**config.mk**
```make
export PLATFORM = sky130hd
export DESIGN_NAME = bus_master
export DESIGN_NICKNAME = d
export VERILOG_FILES = /design/src/rtl/bus_master.sv
export SDC_FILE = /design/constraint.sdc
export NUM_CORES = 1
export LEC_CHECK = 0
export BUFFER_PORTS_ARGS = -buffer_cell sky130_fd_sc_hd__buf_4
export CAP_MARGIN = 20
export CORE_ASPECT_RATIO = 1.5
export CORE_MARGIN = 8
export CORE_UTILIZATION = 52
export DETAILED_ROUTE_END_ITERATION = 7
export GPL_TIMING_DRIVEN = 0
export PLACE_DENSITY = 0.77
export SYNTH_ARGS = -nofsm -noshare
export SYNTH_HDL_FRONTEND = slang
export SYNTH_SLANG_ARGS = --single-unit
```
**constraint.sdc**
```tcl
create_clock -name clk -period 3 [get_ports clk]
set_input_delay 0.6 -clock clk [delete_from_list [all_inputs] [get_ports clk]]
set_output_delay 0.6 -clock clk [all_outputs]
set_load 0.005 [all_outputs]
```
**src/rtl/bus_master.sv**
```systemverilog
// bus_master: root of the register bus tree. Turns a valid/ready command stream into
// single bus transactions on bus_in, collects read data/ack/irq from bus_out and
// returns one response per command. Only one transaction is outstanding at a time.
//
// bus_in layout : [0] clk, [1] reset_l, [2] startup, [3] req, [4] rd_wr_l,
//                 [20:5] address, [36:21] write data
// bus_out layout: [15:0] read data, [16] read ack, [17] irq
//
// Ports:
//   clk, reset           - system clock, synchronous active-high reset
//   cmd_valid/cmd_ready  - command handshake; cmd_rd_wr_l (1 = read), cmd_addr, cmd_wr_data
//   rsp_valid/rsp_ready  - response handshake; rsp_rd_data, rsp_err (read timeout)
//   bus_in / bus_out     - downstream bus
//   irq                  - bus_out irq field, registered once
module bus_master #(
  parameter int unsigned TIMEOUT        = 255,
  parameter int unsigned STARTUP_CYCLES = 16,
  localparam int BUS_ADDR_START = 5,
  localparam int BUS_ADDR_END   = 21,
  localparam int BUS_DATA_START = 21,
  localparam int BUS_DATA_END   = 37,
  localparam int BUS_IN_WIDTH   = 37,
  localparam int BUS_OUT_WIDTH  = 18
) (
  input  logic                                  clk,
  input  logic                                  reset,
  input  logic                                  cmd_valid,
  output logic                                  cmd_ready,
  input  logic                                  cmd_rd_wr_l,
  input  logic [BUS_ADDR_END-BUS_ADDR_START-1:0] cmd_addr,
  input  logic [BUS_DATA_END-BUS_DATA_START-1:0] cmd_wr_data,
  output logic                                  rsp_valid,
  input  logic                                  rsp_ready,
  output logic [BUS_DATA_END-BUS_DATA_START-1:0] rsp_rd_data,
  output logic                                  rsp_err,
  output logic [BUS_IN_WIDTH-1:0]               bus_in,
  input  logic [BUS_OUT_WIDTH-1:0]              bus_out,
  output logic                                  irq
);

  localparam int AddrW = BUS_ADDR_END - BUS_ADDR_START;
  localparam int DataW = BUS_DATA_END - BUS_DATA_START;

  localparam int BUS_FIELD_CLK     = 0;
  localparam int BUS_FIELD_RESET_L = 1;
  localparam int BUS_FIELD_STARTUP = 2;
  localparam int BUS_FIELD_REQ     = 3;
  localparam int BUS_FIELD_RD_WR_L = 4;
  localparam int BUS_OUT_ACK       = 16;
  localparam int BUS_OUT_IRQ       = 17;

  localparam logic [15:0] TimeoutVal = 16'(TIMEOUT);
  localparam logic [15:0] StartupVal = 16'(STARTUP_CYCLES);

  typedef enum logic [1:0] {StIdle, StReq, StWait, StResp} state_e;

  state_e             state_q, state_d;
  logic               rd_wr_l_q, rd_wr_l_d;
  logic [AddrW-1:0]   addr_q, addr_d;
  logic [DataW-1:0]   wr_data_q, wr_data_d;
  logic [15:0]        cnt_q, cnt_d;
  logic [DataW-1:0]   rsp_data_q, rsp_data_d;
  logic               rsp_err_q, rsp_err_d;
  logic               reset_l_q;
  logic               startup_q;
  logic [15:0]        startup_cnt_q;
  logic               irq_q;

  always_ff @(posedge clk) begin
    reset_l_q <= ~reset;
    if (reset) begin
      state_q       <= StIdle;
      rd_wr_l_q     <= 1'b0;
      addr_q        <= '0;
      wr_data_q     <= '0;
      cnt_q         <= '0;
      rsp_data_q    <= '0;
      rsp_err_q     <= 1'b0;
      startup_q     <= 1'b0;
      startup_cnt_q <= StartupVal;
      irq_q         <= 1'b0;
    end else begin
      state_q    <= state_d;
      rd_wr_l_q  <= rd_wr_l_d;
      addr_q     <= addr_d;
      wr_data_q  <= wr_data_d;
      cnt_q      <= cnt_d;
      rsp_data_q <= rsp_data_d;
      rsp_err_q  <= rsp_err_d;
      irq_q      <= bus_out[BUS_OUT_IRQ];
      // Startup is raised on the first edge with reset low and held for exactly
      // STARTUP_CYCLES cycles.
      if (startup_cnt_q != 16'd0) begin
        startup_q     <= 1'b1;
        startup_cnt_q <= startup_cnt_q - 16'd1;
      end else begin
        startup_q <= 1'b0;
      end
    end
  end

  // Combinational reset term keeps commands blocked in the first reset cycle too.
  assign cmd_ready = (state_q == StIdle) && reset_l_q && !startup_q && !reset;

  always_comb begin
    state_d    = state_q;
    rd_wr_l_d  = rd_wr_l_q;
    addr_d     = addr_q;
    wr_data_d  = wr_data_q;
    cnt_d      = cnt_q;
    rsp_data_d = rsp_data_q;
    rsp_err_d  = rsp_err_q;
    case (state_q)
      StIdle: begin
        if (cmd_valid && cmd_ready) begin
          rd_wr_l_d = cmd_rd_wr_l;
          addr_d    = cmd_addr;
          wr_data_d = cmd_wr_data;
          state_d   = StReq;
        end
      end
      StReq: begin
        if (rd_wr_l_q) begin
          cnt_d   = 16'd0;
          state_d = StWait;
        end else begin
          rsp_err_d  = 1'b0;
          rsp_data_d = '0;
          state_d    = StResp;
        end
      end
      StWait: begin
        // An ack wins over a timeout reached in the same cycle.
        if (bus_out[BUS_OUT_ACK]) begin
          rsp_data_d = bus_out[DataW-1:0];
          rsp_err_d  = 1'b0;
          state_d    = StResp;
        end else begin
          cnt_d = cnt_q + 16'd1;
          if (cnt_d == TimeoutVal) begin
            rsp_data_d = '0;
            rsp_err_d  = 1'b1;
            state_d    = StResp;
          end
        end
      end
      StResp: begin
        if (rsp_ready) begin
          state_d = StIdle;
        end
      end
      default: state_d = StIdle;
    endcase
  end

  always_comb begin
    bus_in                                    = '0;
    bus_in[BUS_FIELD_CLK]                     = clk;
    bus_in[BUS_FIELD_RESET_L]                 = reset_l_q;
    bus_in[BUS_FIELD_STARTUP]                 = startup_q;
    bus_in[BUS_FIELD_REQ]                     = (state_q == StReq);
    bus_in[BUS_FIELD_RD_WR_L]                 = rd_wr_l_q;
    bus_in[BUS_ADDR_END-1:BUS_ADDR_START]     = addr_q;
    bus_in[BUS_DATA_END-1:BUS_DATA_START]     = wr_data_q;
  end

  assign rsp_valid   = (state_q == StResp);
  assign rsp_rd_data = rsp_data_q;
  assign rsp_err     = rsp_err_q;
  assign irq         = irq_q;

endmodule

```
======== Word level (Yosys, flattened, before mapping) ========
Index checks and enable logic that the tools add are counted.
operators by class
  reduce and logical (&&, ||, !) cells .... 13
  mux-type cells .......................... 18
  equality and inequality tests ........... 10
  $add $sub $neg .......................... 2
  bitwise operators ....................... 1
operator list
  cell                     count
  $mux W16                 5
  $pmux W16 S2             2
  $add A16 B1 Y16 const B  1
  $eq A16 B8 Y1 const B    1
  $reduce_bool A16 Y1      1
  $sub A16 B1 Y16 const B  1
  $reduce_and A3 Y1        3
  $mux W2                  4
  $pmux W2 S4              1
  $ne A2 B1 Y1 const B     3
  $mux W1                  5
  $eq A2 B2 Y1 const B     2
  $logic_and A1 B1 Y1      4
  $ne A2 B2 Y1 const B     2
  $ne A3 B3 Y1 const B     1
  $eq A2 B1 Y1 const B     1
  $logic_not A1 Y1         2
  $logic_not A2 Y1         1
  $pmux W1 S2              1
  $reduce_and A2 Y1        1
  $reduce_bool A2 Y1       1
  $not A1 Y1               1
word-level totals
  register bits ........................... 87
  bits of input ports ..................... 55
  logic and storage cells ................. 55

======== Logic depth before layout (Yosys ltp) ========
Gate-level depths: netlist of run 1.
  depth in word-level cells ............... 7
  gate-level depth with buffers ........... 9

==> out/metrics.yaml, run 1 <==
num_rows: 38
clk-insertion-delay-late_ns: 0.46
post-route-period-util: 0.939
netSwitchingPower_mw: 0.936
dieArea_um2: 10500
crit-reg2reg-launch: "cnt_q[0]"
synth_async_sr_flop_share: 0
worst_pin_slew_ns: 0.634
setup.worst_path.end_class: "flop"
synth-simple-area-share: 0.224
synthDistinctLibCells: 42
drt_pre_antenna_iters: 7
area.growth.synth_to_final_pct: 30.5
cellInternalPower_mw: 2.05
place_congestion: 0.867
final_count_of_negative_setup_slack_endpoints: 0
initial_utilization: 0.536
power.combinational.fraction: 0.250
yosys.area.top_type_share: 0.450
final_layout_size_suffix_gt1_frac: 0.233
post_synth.cell_area_avg_um2: 8.12
post_synth_inst_count: 477
ys_seq_elements: 87
layout_filler_cell_count: 636
drtAntennaViolNets: 0
timing.hold.worst_path_depth: 2
netlist_area_um2: 3870
ys.flop_type: "dfxtp_1"
floorplan.io_pins: 112
synth_top_family_by_area: "simple AND/OR/NAND/NOR gates"
criticalPathCategory: "reg -> reg"
hold_start: "bus_out[17]"
drt-initial-drc-count: 179
synth_compound_area_frac: 0.195
final.hold.worst_slack_ns: 0.353
cts.reportedPaths.clkPinSlew_ns: 0.08
timing.max_slew.rel_slack: 0.575
height_of_the_die_um: 122
post_cts.repair.setup_buffers: 0
fmax_mhz: 355
power_per_cell_area_nw_per_um2: 590
pwr-share-clk: 0.304
leakage_nw: 2.02
number_of_flops_mapped_to_enable_cells_by_yosys: 0
worst-endpoint-arrival_ns: 3.20
multi_input_comb_area_um2: 1950
grt_pass1_vias: 3675
count_of_inserted_antenna_diode_cells: 0
design.core.area_um2: 7230
final_hold_viol_count: 0
slew_violations: 0
grt_first_pass_wirelength_mm: 17.7
vias_per_cell: 5.40
synth.top_cells.by_area: "dfxtp_1, nand2_1, a21oi_1"
grt-ovfl-total: 0
switching_share: 0.314
detail_route.drc_violations: 0
reg2reg_slack_ns: 0.18
worst_hold_path.endpoint: "irq"
grt_antenna_before_repair: 0
finish.net_count: 665
synth_sequential_area_ratio: 0.450
vias_post_dr: 3810
power.ir.vdd_worst_mv: 0.441
synth.yosys.warnings: 0
grt_max_degree: 13
drt_wl_total_mm: 11.1
sequential_area_um2: 1740
tritoncts_clock_tree: "built"
ff2ff_path_depth: 7
placement.io_buffers: 111
crit_path_start_kind: "flop"
outcome: "finished, final reports clean"
worst_path_max_fanout: 10
drv_cap: 0
total_negative_setup_slack_ns: 0
synth_top_cell_by_area: "dfxtp_1"
routed_wire_length_per_instance_um: 15.7
timing.clock.skew_ns: 0.00811
detailedPlacementHpwl_mm: 8.23
ys_top_cells_by_count: "dfxtp_1, nand2_1, a21oi_1"
synth_fp_nets: 540
die_w_um: 86.5
synth_xor_area_frac: 0.0475
synthMuxAreaShare: 0.0103
worstHoldPathType: "in -> reg"
r2r-end: "state_q[0]"
track_usage: 0.213
power_frac_seq: 0.446
unrepaired_setup_endpoints_after_global_routing: "false"
synth-adder-area-share: 0.0258
fin_crit_ns: 2.82
worst-endpoint-required_ns: 3.38
[registers in the layout, indices dropped and copies added (netlist names)]
register / flops
addr_q: 16
cnt_q: 16
irq: 1
rd_wr_l_q: 1
reset_l_q: 1
rsp_err: 1
rsp_rd_data: 16
startup_cnt_q: 16
startup_q: 1
state_q: 2
wr_data_q: 16
[routing by layer]
| layer | up-vias | GRT usage | part of all wire |
|---|---|---|---|
| li1 | 1911 | - | - |
| met1 | 1787 | 0.216 | 0.38 |
| met3 | 23 | 0.0512 | 0.042 |
| met5 | - | 0 | 0 |
| met4 | 0 | 0.103 | 0.025 |
| met2 | 89 | 0.394 | 0.55 |
[placed cells by master (no fill, tap or decap), types with 3 or more instances in the layout]
master    instances
nor4_1            6
xnor2_1          12
buf_2             3
and3_1            4
or2_2             3
nand3_1          11
o21ai_0          11
mux2i_1           4
a311oi_1          3
xor2_1            9
nand4_1           4
clkbuf_8         15
o211ai_1         17
ha_1              8
buf_4           115
a22oi_1          17
nor2_1           41
dfxtp_1          87
nand2b_1          4
nand4b_1          3
nor3_1           13
a21oi_1          63
clkbuf_1         31
inv_1             9
nor2b_1           4
o31ai_1           3
nand2_1          87
[worst max-delay path: stages (launching register included)]
cell,delay [ns]
dfxtp_1,0.43
ha_1,0.28
nand3_1,0.15
or4_4,0.47
mux2i_1,0.25
nand4_2,0.31
or4_1,0.62
a221oi_2,0.22
[kinds of logic after synthesis]
family          count (synthesis)
mux                             4
fa+ha+maj                       8
compound gates                123
buf+inv                        44
flops                          87
simple gates                  190
xor+xnor                       21
[power by group through the flow]
stage / combinational (mW) / sequential [mW] / clock (mW)
floorplan: 0.496 / 1.34 / 0.0216
global placement: 0.711 / 1.35 / 0.0404
detailed placement: 0.737 / 1.36 / 0.0404
CTS: 0.743 / 1.33 / 0.926
global route: 0.829 / 1.34 / 0.974
finish: 0.745 / 1.33 / 0.906
[layout make-up]
cell class                 count  share of cell area
sequential                    87               0.345
inverter                       9             0.00669
multi-input combinational    346               0.386
clock buffer                  19              0.0446
buffer                        35              0.0297
timing repair buffer         110               0.163
tap                          100              0.0248
[timing repair]
| action | 4_1_cts | 5_1_grt |
|---|---|---|
| setup endpoints to repair | 0 | 10 |
| gates resized for setup | 0 | 1 |
| hold buffers | 0 | 0 |
[worst max-delay path by stage]
stage / startpoint / to / slack (ns)
after detailed placement: state_q[1] / rsp_rd_data[11] / 0.18
after floorplan: cnt_q[0] / state_q[0] / 0.64
final: cnt_q[0] / state_q[0] / 0.18
after global placement: cnt_q[0] / state_q[0] / 0.27
after CTS: state_q[1] / rsp_rd_data[11] / 0.16
after global routing: cnt_q[0] / state_q[0] / 0.07
[through the flow]
step / worst slack, ns / instances / util / instance area [um2] / power [mW]
after global routing: 0.0682 / 706 / 0.699 / 5050 / 3.15
final: 0.182 / 706 / 0.699 / 5050 / 2.98
after floorplan: 0.642 / 477 / - / 3870 / 1.86
after global placement: 0.275 / 688 / 0.668 / 4830 / 2.10
after detailed placement: 0.183 / 688 / 0.668 / 4830 / 2.13
after CTS: 0.162 / 706 / 0.699 / 5050 / 3.00
Note: power is estimated with default switching activity, not from simulation.
==> inputs of run 2 (changes only) <==
--- a/config.mk
+++ b/config.mk
@@ -5,6 +5,7 @@
 export SDC_FILE = /design/constraint.sdc
 export NUM_CORES = 1
 export LEC_CHECK = 0
+export ABC_AREA = 1
 export BUFFER_PORTS_ARGS = -buffer_cell sky130_fd_sc_hd__buf_4
 export CAP_MARGIN = 20
 export CORE_ASPECT_RATIO = 1.5
@@ -12,7 +13,7 @@
 export CORE_UTILIZATION = 52
 export DETAILED_ROUTE_END_ITERATION = 7
 export GPL_TIMING_DRIVEN = 0
-export PLACE_DENSITY = 0.77
+export PLACE_DENSITY = 0.76
 export SYNTH_ARGS = -nofsm -noshare
 export SYNTH_HDL_FRONTEND = slang
 export SYNTH_SLANG_ARGS = --single-unit
==> run 2 against run 1 <==
Compared with the run above:
- count of clock-buffer cells in the layout shrank 4
- wire length is 4.5% higher
- total power rose by 53%
- register-to-register slack improved by 0.49 ns
- core utilization rose by 1.5 points
- synthesized area is 5.6% higher
- global-route usage barely moved
- die area up 4.7%
- worst setup slack better by 0.037 ns
==> out/metrics.yaml, run 2 <==
outcome: "finished, final reports clean"
worst_path_max_fanout: 10  # unchanged
die_w_um: 88.4  # +2.3%
tritoncts_clock_tree: "built"
synthMuxAreaShare: 0  # -0.0103
design.core.area_um2: 7610  # +5.3%
detail_route.drc_violations: 0  # unchanged
unrepaired_setup_endpoints_after_global_routing: "false"
ys_top_cells_by_count: "nand2_1, dfxtp_1, a21oi_1"
yosys.area.top_type_share: 0.426  # -0.0239
synth_top_family_by_area: "simple AND/OR/NAND/NOR gates"
fmax_mhz: 360  # +1.3%
netlist_area_um2: 4090  # +5.6%
total_negative_setup_slack_ns: 0  # unchanged
leading_cell_type_in_the_layout_fill_and_taps_excluded: "nand2_1"
synth_xor_area_frac: 0.0107  # -0.0368
grt_pass1_vias: 4173  # +14%
synth-adder-area-share: 0.0245  # -0.00138
drt_pre_antenna_iters: 6  # -1
preCtsSetupSlack_ns: 0.578  # +0.395 ns
area.growth.synth_to_final_pct: 32.9
drtAntennaViolNets: 0  # unchanged
fin_crit_ns: 2.78  # -0.0374 ns
post_cts.repair.setup_buffers: 0  # unchanged
finalWorstSetupSlack_ns: 0.220  # +0.0374 ns
synth.yosys.warnings: 0  # unchanged
routed_wire_length_per_instance_um: 14.0  # -11%
ys_seq_elements: 87  # unchanged
post-route-period-util: 0.927  # -0.0125
initial_utilization: 0.537  # +0.00147
floorplan.io_pins: 112  # unchanged
worst-endpoint-required_ns: 2.40  # -0.98 ns
finalCoreUtilization: 0.714  # +0.0149
crit_path_start_kind: "flop"
fin_total_pwr_mw: 4.55  # +53%
crit-reg2reg-launch: "state_q[0]"
number_of_flops_mapped_to_enable_cells_by_yosys: 0  # unchanged
synth_async_sr_flop_share: 0  # unchanged
criticalPathCategory: "reg -> out"
leakage_nw: 2.35  # +17%
post_synth_inst_count: 596  # +25%
setup.worst_path.end_class: "primary output"
final_count_of_negative_setup_slack_endpoints: 0  # unchanged
pwr-share-clk: 0.318  # +0.014
final_layout_size_suffix_gt1_frac: 0.209  # -0.0241
crit_start: "state_q[0]"
clk-insertion-delay-late_ns: 0.45  # about the same
mostFrequentLayoutCells: "nand2_1, buf_4, dfxtp_1"
placement.io_buffers: 109  # -1.8%
post_synth.cell_area_avg_um2: 6.86  # -15%
worst_pin_slew_ns: 0.537  # -0.0970 ns
synthDistinctLibCells: 32  # -24%
num_rows: 39  # +2.6%
power_frac_seq: 0.341  # -0.105
synth_compound_area_frac: 0.109  # -0.0863
final_hold_viol_count: 0  # unchanged
synth_fp_nets: 659  # +22%
ff2ff_path_depth: 8  # +1
synth_top_cell_by_area: "dfxtp_1"
grt_antenna_before_repair: 0  # unchanged
cellInternalPower_mw: 3.01  # +47%
switching_share: 0.339  # +0.0254
ys.flop_type: "dfxtp_1"
place_congestion: 0.887  # +2.4%
worstHoldPathType: "in -> reg"
vias_post_dr: 4327  # +14%
grt_first_pass_wirelength_mm: 18.7  # +5.8%
finish.net_count: 782  # +18%
vias_per_cell: 5.24  # -2.9%
dieArea_um2: 11000  # +4.7%
count_of_inserted_antenna_diode_cells: 0  # unchanged
reg2reg_slack_ns: 0.67  # +0.49 ns
worst-endpoint-arrival_ns: 2.18  # -1.02 ns
synth.most_common_cell: "nand2_1"
detailedPlacementHpwl_mm: 8.63  # +4.8%
synth-simple-area-share: 0.348  # +0.124
synth_sequential_area_ratio: 0.426  # -0.0239
grt_max_degree: 15  # +2
drt_wl_total_mm: 11.6  # +4.5%
netSwitchingPower_mw: 1.54  # +65%
timing.max_slew.rel_slack: 0.642  # +0.0662
height_of_the_die_um: 125  # +2.4%
track_usage: 0.213  # about the same
setup.worst_path.end: "cmd_ready"
drt-initial-drc-count: 231  # +29%
cts.reportedPaths.clkPinSlew_ns: 0.06  # -0.02 ns
drv_cap: 0  # unchanged
cts_hold_buf: 0  # unchanged
power.ir.vdd_worst_mv: 0.745  # +69%
power_per_cell_area_nw_per_um2: 837  # +42%
ctsResizeCount: 0  # unchanged
slew_violations: 0  # unchanged
grt-ovfl-total: 0  # unchanged
timing.clock.skew_ns: 0.00570  # -0.00240 ns
r2r-end: "cnt_q[2]"
synth.top_cells.by_area: "dfxtp_1, nand2_1, a21oi_1"
power.combinational.fraction: 0.341  # +0.091
## run 2: cell types whose count changed after synthesis, moves of 10 or more
cell	before	now
a22oi_1	17	1
o211ai_1	17	1
nor2_1	41	63
nand2_1	87	164
xnor2_1	12	2
inv_1	9	47
nand3_1	11	71
## run 2: per-stage QoR
step	hold slack, ns	area, um2	instances
floorplan	0.439	4090	596
global placement	0.441	5040	807
detailed placement	0.446	5040	807
CTS	0.363	5440	826
global route	0.360	5440	826
finish	0.365	5440	826
## run 2: area by class of cell
cell class	instances	area, um2
Multi-Input combinational cell	428	2010
Fill cell	662	2180
Tap cell	102	128
Clock inverter	5	81.3
Timing Repair Buffer	108	811
Inverter	49	184
Buffer	32	153
Sequential cell	87	1740
Clock buffer	15	325
## run 2: power by group through the flow
| stage | Sequential (mW) | Combinational, mW | Clock, mW |
|---|---|---|---|
| floorplan | 1.56 | 0.995 | 0.0216 |
| global placement | 1.56 | 1.50 | 0.0404 |
| detailed placement | 1.57 | 1.53 | 0.0404 |
| CTS | 1.55 | 1.55 | 1.47 |
| global route | 1.58 | 1.75 | 1.52 |
| finish | 1.55 | 1.55 | 1.45 |
## run 2: worst min-delay path by stage
stage,startpoint,slack (ns),cells after the start,end
global placement,rsp_err,0.44,2,rsp_err
detailed placement,rsp_err,0.45,2,rsp_err
CTS,bus_out[17],0.36,3,irq
global route,bus_out[17],0.36,3,irq
floorplan,startup_cnt_q[0],0.44,2,startup_cnt_q[0]
finish,bus_out[17],0.37,3,irq
## run 2: logic make-up (layout without fill, tap and decap cells)
logic type,count (synthesis),in the layout
AO/OA/AOI/OAI,87,87
XOR/XNOR,5,5
adder cells (fa/ha/maj),8,8
buffers and inverters,81,209
flip-flops,87,87
AND/OR/NAND/NOR,328,328
## run 2: critical path, stage by stage, from the launching register on
cell      delay [ns]
dfxtp_1         0.33
inv_1           0.17
ha_1            0.24
nand2_1         0.08
nor3_2          0.34
clkbuf_1        0.39
buf_4           0.19
## run 2: metal layers
layer	share of wire	track usage
met3	0.058	0.0528
met4	0.027	0.113
met1	0.38	0.217
met2	0.53	0.378
met5	0	0
==> inputs of run 3 (changes only) <==
--- a/config.mk
+++ b/config.mk
@@ -7,13 +7,13 @@
 export LEC_CHECK = 0
 export ABC_AREA = 1
 export BUFFER_PORTS_ARGS = -buffer_cell sky130_fd_sc_hd__buf_4
-export CAP_MARGIN = 20
+export CAP_MARGIN = 40
 export CORE_ASPECT_RATIO = 1.5
 export CORE_MARGIN = 8
-export CORE_UTILIZATION = 52
+export CORE_UTILIZATION = 25
 export DETAILED_ROUTE_END_ITERATION = 7
 export GPL_TIMING_DRIVEN = 0
-export PLACE_DENSITY = 0.76
+export PLACE_DENSITY = 0.41
 export SYNTH_ARGS = -nofsm -noshare
 export SYNTH_HDL_FRONTEND = slang
 export SYNTH_SLANG_ARGS = --single-unit
==> run 3 against run 2 <==
Compared with the run above:
- maximum frequency grew 1.1%
- critical path type unchanged
- register-to-register slack lost 0.04 ns
- clock power shrank 10%
- via count shrank 4.8%
- wire length grew 11%
- first-iteration DRC count shrank 31%
- clock skew grew 0.0023 ns
- die area grew 89%
- combinational power is essentially flat
- highest routed layer unchanged
- critical path depth is the same
==> out/metrics.yaml, run 3 (synthesis gave the netlist of run 2 again) <==
outcome: "finished, final reports clean"
initial_utilization: 0.254  # -0.284
worst_path_max_fanout: 10  # unchanged
place_congestion: 0.791  # -11%
finalCoreUtilization: 0.342  # -0.372
area.growth.synth_to_final_pct: 34.9
timing.max_slew.rel_slack: 0.625  # -0.0168
cts.reportedPaths.clkPinSlew_ns: 0.06  # about the same
worstPathBufferInverterCount: 3  # unchanged
reg2reg_slack_ns: 0.63  # -0.04 ns
grtUsageMet1: 0.129  # -0.0880
total_negative_setup_slack_ns: 0  # unchanged
post_cts.repair.setup_buffers: 0  # unchanged
clk-insertion-delay-late_ns: 0.45  # about the same
worst-endpoint-required_ns: 2.40  # about the same
cellInternalPower_mw: 2.86  # -5.0%
timing.clock.skew_ns: 0.00796  # +0.00225 ns
floorplan.io_pins: 112  # unchanged
crit-reg2reg-launch: "state_q[0]"
cp_slowest_stage_delay_ns: 0.38  # about the same
pwr-share-clk: 0.295  # -0.023
fmax_mhz: 364  # +1.1%
global_route.peak_usage_layer: "met2"
setup.worst_path.end_class: "primary output"
final_count_of_negative_setup_slack_endpoints: 0  # unchanged
dieArea_um2: 20800  # +89%
drt_pre_antenna_iters: 4  # -2
height_of_the_die_um: 173  # +39%
power.combinational.fraction: 0.353  # +0.012
crit_start: "state_q[0]"
grt_use_met3: 0.0359  # -0.0170
die_w_um: 120  # +36%
post-route-period-util: 0.917  # -0.00983
worstHoldPathType: "in -> reg"
drtAntennaViolNets: 0  # unchanged
crit_path_cell_trace: "inv_1, ha_1, nand2_1, nor3_2, clkbuf_1, buf_4"
grt_max_degree: 14  # -1
detail_route.drc_violations: 0  # unchanged
placement.io_buffers: 109  # unchanged
detailedPlacementHpwl_mm: 9.96  # +15%
timing.critical_path.slowest_stage_cell: "nor3_2"
grt_pass1_vias: 4031  # -3.4%
leading_cell_type_in_the_layout_fill_and_taps_excluded: "nand2_1"
slew_violations: 0  # unchanged
grt_use_met2: 0.220  # -0.158
multi_input_comb_area_um2: 2010  # unchanged
power_per_cell_area_nw_per_um2: 798  # -4.6%
final_hold_viol_count: 0  # unchanged
num_rows: 57  # +46%
ctsResizeCount: 0  # unchanged
vias_post_dr: 4120  # -4.8%
count_of_inserted_antenna_diode_cells: 0  # unchanged
worst-endpoint-arrival_ns: 2.15  # -0.03 ns
crit_cells: 6  # unchanged
power_frac_seq: 0.352  # +0.011
finish.net_count: 782  # unchanged
criticalPathCategory: "reg -> out"
final_layout_size_suffix_gt1_frac: 0.207  # -0.00138
drt-initial-drc-count: 160  # -31%
drt_wl_total_mm: 12.8  # +11%
power.ir.vdd_worst_mv: 0.279  # -63%
leakage_nw: 2.33  # -0.86%
ff2ff_path_depth: 8  # unchanged
mostFrequentLayoutCells: "nand2_1, buf_4, dfxtp_1"
grt_antenna_before_repair: 0  # unchanged
worst_pin_slew_ns: 0.563  # +0.0252 ns
critPathTopFamily: "buffers and inverters"
sequential_area_um2: 1740  # unchanged
fin_crit_ns: 2.75  # -0.0295 ns
tritoncts_clock_tree: "built"
drv_cap: 0  # unchanged
r2r-end: "cnt_q[2]"
unrepaired_setup_endpoints_after_global_routing: "false"
vias_per_cell: 4.43  # -15%
netSwitchingPower_mw: 1.55  # +0.37%
grt_first_pass_wirelength_mm: 20.4  # +8.6%
layout_filler_cell_count: 1815  # +170%
cts_hold_buf: 0  # unchanged
routed_wire_length_per_instance_um: 13.8  # -1.5%
switching_share: 0.352  # +0.0124
design.core.area_um2: 16100  # +110%
track_usage: 0.124  # -0.0885
crit_path_start_kind: "flop"
grt-ovfl-total: 0  # unchanged
setup.worst_path.end: "cmd_ready"
==> run 3: worst reg2reg max path, cell delays in order, from the launching register on <==
cell      delay [ns]
dfxtp_1         0.36
inv_1           0.12
ha_1            0.23
nand2_1         0.15
nand3_1         0.30
nor2_1          0.48
clkbuf_1        0.41
nand3_1         0.13
a21oi_1         0.14
==> run 3: final cells by class <==
class / instances / share of cell area
multi-input combinational: 428 / 0.365
sequential: 87 / 0.316
timing repair buffer: 108 / 0.147
clock buffer: 17 / 0.0621
tap: 206 / 0.0467
inverter: 49 / 0.0333
buffer: 32 / 0.0277
clock inverter: 3 / 0.00317
==> run 3: through the flow <==
| step | hold slack (ns) | instances | area, um2 | total power, mW | setup WS (ns) |
|---|---|---|---|---|---|
| after floorplan | 0.439 | 596 | 4090 | 2.58 | 0.789 |
| after global placement | 0.450 | 911 | 5170 | 3.19 | 0.451 |
| after detailed placement | 0.453 | 911 | 5170 | 3.20 | 0.478 |
| after CTS | 0.332 | 930 | 5520 | 4.50 | 0.178 |
| after global routing | 0.347 | 930 | 5520 | 4.77 | 0.0521 |
| final | 0.346 | 930 | 5520 | 4.41 | 0.249 |
==> run 3: power by group through the flow <==
stage	logic, mW	registers (mW)	clock network [mW]
6_report	1.56	1.55	1.30
5_1_grt	1.77	1.59	1.41
4_1_cts	1.59	1.56	1.36
3_5_place_dp	1.58	1.58	0.0404
3_3_place_gp	1.57	1.57	0.0404
2_1_floorplan	0.995	1.56	0.0216
==> run 3: worst min-delay path by stage <==
stage / from / end / slack [ns] / cells after the start
detailed placement: addr_q[0] / addr_q[0] / 0.45 / 2
floorplan: startup_cnt_q[0] / startup_cnt_q[0] / 0.44 / 2
CTS: bus_out[17] / irq / 0.33 / 3
global route: bus_out[17] / irq / 0.35 / 3
finish: bus_out[17] / irq / 0.35 / 3
global placement: startup_cnt_q[0] / startup_cnt_q[0] / 0.45 / 2
==> run 3: layer usage <==
| metal | routed length, um | up-vias |
|---|---|---|
| met5 | 0 | - |
| met2 | 6830 | 77 |
| met3 | 615 | 20 |
| li1 | - | 2173 |
| met1 | 5070 | 1850 |
| met4 | 330 | 0 |
